### src/rtl/crc_pkg.sv
// Shared definitions for the unfolded CRC engine.
// Contents: FSM state encoding, a ceil-division helper and the beat-counter
// width helper. The helpers are constant functions used to size localparams.
package crc_pkg;

  typedef enum logic {
    IDLE  = 1'b0,
    SHIFT = 1'b1
  } state_e;

  // Number of J-bit beats needed to cover a message of a bits.
  function automatic int ceil_div(input int a, input int b);
    return (a + b - 1) / b;
  endfunction

  // Counter wide enough to hold 0..n without wrapping.
  function automatic int cnt_width(input int n);
    return $clog2(n) + 1;
  endfunction

endpackage

### src/rtl/crc_step.sv
// One beat of the unfolded CRC LFSR: applies up to J message bits, MSB first.
// Ports: crc_i current remainder, bits_i beat bits (bits_i[J-1] is consumed
//        first), cnt_i number of active bits 1..J, crc_o next remainder.
module crc_step
  import crc_pkg::*;
#(
  parameter int          CRC_W = 5,
  parameter logic [31:0] POLY  = 32'h0000_0005,
  parameter int          J     = 3,
  localparam int         CNT_W = $clog2(J + 1)
) (
  input  logic [CRC_W-1:0] crc_i,
  input  logic [J-1:0]     bits_i,
  input  logic [CNT_W-1:0] cnt_i,
  output logic [CRC_W-1:0] crc_o
);

  logic [CRC_W-1:0] c;

  always_comb begin
    c = crc_i;
    for (int i = 0; i < J; i++) begin
      // Bits past the active count leave the remainder untouched, which is
      // how the shorter final beat of a message is handled.
      if (i < int'(cnt_i)) begin
        c = {c[CRC_W-2:0], 1'b0} ^
            ((c[CRC_W-1] ^ bits_i[J-1-i]) ? POLY[CRC_W-1:0] : '0);
      end
    end
    crc_o = c;
  end

endmodule

### src/rtl/crc_unfold_engine.sv
// Multi-cycle CRC of a MSG_W-bit message, J bits per clock, direct form.
// Ports: clk, reset (sync, active high), start/data_in (sampled in IDLE),
//        busy (high while shifting), done (1-cycle pulse), data_out (held).
module crc_unfold_engine
  import crc_pkg::*;
#(
  parameter int          CRC_W = 5,
  parameter logic [31:0] POLY  = 32'h0000_0005,
  parameter logic [31:0] INIT  = 32'h0000_0000,
  parameter int          MSG_W = 6,
  parameter int          J     = 3
) (
  input  logic             clk,
  input  logic             reset,
  input  logic             start,
  input  logic [MSG_W-1:0] data_in,
  output logic             busy,
  output logic             done,
  output logic [CRC_W-1:0] data_out
);

  localparam int N   = ceil_div(MSG_W, J);
  localparam int R   = MSG_W - (N - 1) * J;  // bits in the final beat
  localparam int CW  = cnt_width(N);
  localparam int SCW = $clog2(J + 1);

  state_e           state_q;
  logic [CRC_W-1:0] crc_q;
  logic [CRC_W-1:0] crc_d;
  logic [MSG_W-1:0] msg_q;
  logic [CW-1:0]    cnt_q;
  logic             busy_q;
  logic             done_q;
  logic [CRC_W-1:0] dout_q;

  logic             last_beat;
  logic [SCW-1:0]   step_cnt;

  assign last_beat = (cnt_q == CW'(N - 1));
  assign step_cnt  = last_beat ? SCW'(R) : SCW'(J);

  crc_step #(
    .CRC_W (CRC_W),
    .POLY  (POLY),
    .J     (J)
  ) u_step (
    .crc_i  (crc_q),
    .bits_i (msg_q[MSG_W-1 -: J]),
    .cnt_i  (step_cnt),
    .crc_o  (crc_d)
  );

  always_ff @(posedge clk) begin
    if (reset) begin
      state_q <= IDLE;
      crc_q   <= '0;
      msg_q   <= '0;
      cnt_q   <= '0;
      busy_q  <= 1'b0;
      done_q  <= 1'b0;
      dout_q  <= '0;
    end else begin
      done_q <= 1'b0;
      case (state_q)
        IDLE: begin
          if (start) begin
            crc_q   <= INIT[CRC_W-1:0];
            msg_q   <= data_in;
            cnt_q   <= '0;
            busy_q  <= 1'b1;
            state_q <= SHIFT;
          end
        end
        SHIFT: begin
          // start is deliberately not looked at here.
          crc_q <= crc_d;
          msg_q <= msg_q << J;
          cnt_q <= cnt_q + CW'(1);
          if (last_beat) begin
            dout_q  <= crc_d;
            done_q  <= 1'b1;
            busy_q  <= 1'b0;
            state_q <= IDLE;
          end
        end
        default: state_q <= IDLE;
      endcase
    end
  end

  assign busy     = busy_q;
  assign done     = done_q;
  assign data_out = dout_q;

endmodule
### config.mk
export PLATFORM = sky130hd
export DESIGN_NAME = crc_unfold_engine
export DESIGN_NICKNAME = d
export VERILOG_FILES = /design/src/rtl/crc_pkg.sv /design/src/rtl/crc_step.sv /design/src/rtl/crc_unfold_engine.sv
export SDC_FILE = /design/constraint.sdc
export NUM_CORES = 1
export LEC_CHECK = 0
export CAP_MARGIN = 15
export CORE_ASPECT_RATIO = 1.1
export CORE_MARGIN = 4
export CORE_UTILIZATION = 40
export CTS_BUF_LIST = sky130_fd_sc_hd__clkbuf_2 sky130_fd_sc_hd__clkbuf_4 sky130_fd_sc_hd__clkbuf_8
export DETAILED_ROUTE_END_ITERATION = 16
export SKIP_LAST_GASP = 1
export SLEW_MARGIN = 20
export SYNTH_ARGS = -nofsm -noshare
export SYNTH_HDL_FRONTEND = slang
export SYNTH_SLANG_ARGS = --single-unit
### constraint.sdc
create_clock -name clk -period 1.8 [get_ports clk]
set_input_delay 0.27 -clock clk [delete_from_list [all_inputs] [get_ports clk]]
set_output_delay 0.27 -clock clk [all_outputs]
set_load 0.02 [all_outputs]
==> metrics.md <==
| Metric | Value |
|---|---|
| Yosys warning count | 0 |
| Post-synth top area share | 44.0% |
| CTS Root Cell | clkbuf_4 |
| Grt peak-use layer | met2 |
| Wire per inst | 11.3 um |
| Combinational power share | 16.3% |
| IO Pins | 16 |
| WP depth | 1 |
| Ratio of cells with drive above 1 in the final layout | 11.5% |
| Post-Route WL | 1.61 mm |
| Largest net degree at the start of global routing | 15 |
| Synth area leader | dfxtp_1 |
| Starting Density | 42.0% |
| RSZ-0062 raised after global routing | false |
| HPWL Detailed | 1.22 mm |
| Vias per inst | 4.77 |
| TritonRoute pass-1 iters | 2 |
| IO Port Bufs | 15 |
| Critical Path AT | 1.24 ns |
| Hold Vio Cnt, Final | 0 |
| Die ar. | 3240 um2 |
| Switching Power | 0.219 mW |
| Clock Path Buffers | 2 |
| Post-DRT Antenna Nets | 0 |
| Fmax | 662 MHz |
| Reg2reg path depth | 3 |
| First-pass GRT wire length | 2.88 mm |
| Post-route cell area | 1160 um2 |
| Layout Cells excl Fill | 143 |
| PwrDens | 764 nW/um2 |
| Setup TNS | 0 ns |
| Worst hold path class | flip-flop to flip-flop |
| Crit Path Class | flip-flop to output pin |
| Clock net sink count | 21 |
| Seq pwr share | 57.2% |
| Clk pwr share | 26.5% |
| Slowest-stage cell, CP | clkdlybuf4s50_1 |
| FF+latch count, synth | 21 |
| Die span in y | 59.3 um |
| Filler Cells Inserted | 225 |
| CTS clk-pin slew, worst paths | 0.11 ns |
| Worst hold path depth | 2 |
| Slew margin rel. | 76.4% |
| DRC viols | 0 |
| Hold_buf cts | 0 |
| Placer congestion estimate | 0.715 |
| Crit Path Max Fanout | 2 |
| Leak | 0.424 nW |
| Total track usage | 12.2% |
| Setup crit end kind | output pin |
| Worst hold slack | 0.501 ns |
| Worst endpoint required time | 1.53 ns |
| Number of setup buffers added after CTS | 0 |
| Mean area per synthesized cell | 9.96 um2 |
| Later-pin clock latency in the skew report | 0.29 ns |
| Die width | 54.6 um |
| GR met1 Demand/Resource | 14.4% |
| Slew @ Worst Pin | 0.353 ns |
| MaxCap Viol Count | 0 |
| Final Max Slew Viols | 0 |
| Cell Area, Placed | 1130 um2 |
| CP startpoint kind | flip-flop |
| Crit-path cells | clkdlybuf4s50_1 |
| Tmin final | 1.51 ns |
| CP Buf/Inv Count | 1 |
| Sequential share of the synthesized area | 44.0% |
| N_diodes | 0 |
| Period utilization | 83.9% |
| Final #Nets | 125 |
| P_int | 0.669 mW |
| Area growth syn-to-layout | 21.6% |
| Ranking of synthesized cells by area | dfxtp_1 44%, mux2i_1 7.3%, xnor2_1 6.4% |
| Number of gates resized after CTS | 0 |
| Iter 0 DRT Violations | 6 |
| Routed via count | 682 |
| Vias in the first global route | 674 |
| Grt met2 use | 20.4% |
| Post-Synthesis Cells | 96 |
| Inst Count DP | 139 |
| # setup viols final | 0 |
| Peak supply drop | 565 uV |
| Commonest cells after routing, fill and taps aside | 21 x dfxtp_1, 15 x clkdlybuf4s50_1, 10 x nor2_1 |
| Met3 Use GR | 3.02% |
| Worst Clk Skew | 0.00362 ns |
| Rows | 18 |
| Htree depth | 1 |
| Post-synthesis cell area | 956 um2 |
| Total grt overflow | 0 |
| Initial antenna violation count | 0 |
| Outcome | completed |
| CTS tree | yes |
| CP delay by family, top | buffers and inverters |
| Most common cell after layout, fill and taps aside | dfxtp_1 |
| CTS Buf Count | 3 |
| CORE AREA | 2270 um2 |
| Netlist cell types | 30 |
| Largest stage delay, worst path | 0.60 ns |
| Sw Ratio | 24.6% |
| Mapped Nets | 107 |
[synth_stat cells, drive strengths merged]
library cell / number
nand2: 6
nor3: 4
buf: 6
nand2b: 3
a21oi: 5
or4b: 1
nor3b: 3
nor2b: 2
or2b: 1
o21a: 1
dfxtp: 21
ha: 2
and2: 1
o21ai: 2
nor2: 10
or3b: 1
a31o: 2
a211oi: 2
inv: 2
mux2: 5
o31a: 1
xnor2: 8
mux2i: 7
[worst paths after layout]
path               start  slack (ns)     endpoint
max          data_out[0]        0.29  data_out[0]
min                 busy        0.50         busy
max reg2reg      state_q        0.47     crc_q[2]
min reg2reg         busy        0.50         busy
[power by group through the flow]
stage	logic [mW]	registers (mW)	clock network (mW)
5_1_grt	0.163	0.511	0.269
2_1_floorplan	0.0997	0.519	0
3_3_place_gp	0.145	0.518	0
6_report	0.145	0.507	0.235
3_5_place_dp	0.147	0.519	0
4_1_cts	0.148	0.508	0.247
[flip-flops by register name (all words and copies together), names as in the netlist]
name,count
msg_q,6
crc_q,5
data_out,5
cnt_q,2
busy,1
done,1
state_q,1
[routing by layer]
| metal | wire (um) | share of wire (%) |
|---|---|---|
| met5 | 0 | 0 |
| met2 | 748 | 46 |
| met1 | 786 | 49 |
| met3 | 59 | 3.7 |
| met4 | 14 | 0.87 |
[layout make-up]
cell class | instances | area [um2] | share of cell area (%)
clock buffer | 4 | 30.0 | 2.58
tap | 30 | 37.5 | 3.23
sequential | 21 | 420 | 36.2
multi-input combinational | 67 | 487 | 41.9
inverter | 2 | 7.51 | 0.646
timing repair buffer | 19 | 180 | 15.5
[cell families after synthesis]
family | share of synthesized area [%]
buf+inv | 5.10
mux | 13.6
xor+xnor | 8.12
compound gates | 9.16
fa+ha+maj | 2.62
simple gates | 17.4
flops | 44.0
[metrics by stage]
step | setup WS (ns) | total power, mW | util, %
CTS | 0.267 | 0.903 | 51.1
floorplan | 0.670 | 0.619 | -
detailed placement | 0.179 | 0.666 | 49.8
finish | 0.290 | 0.888 | 51.1
global placement | 0.204 | 0.663 | 49.8
global route | 0.223 | 0.942 | 51.1
Power figures use the tool's default switching activity.
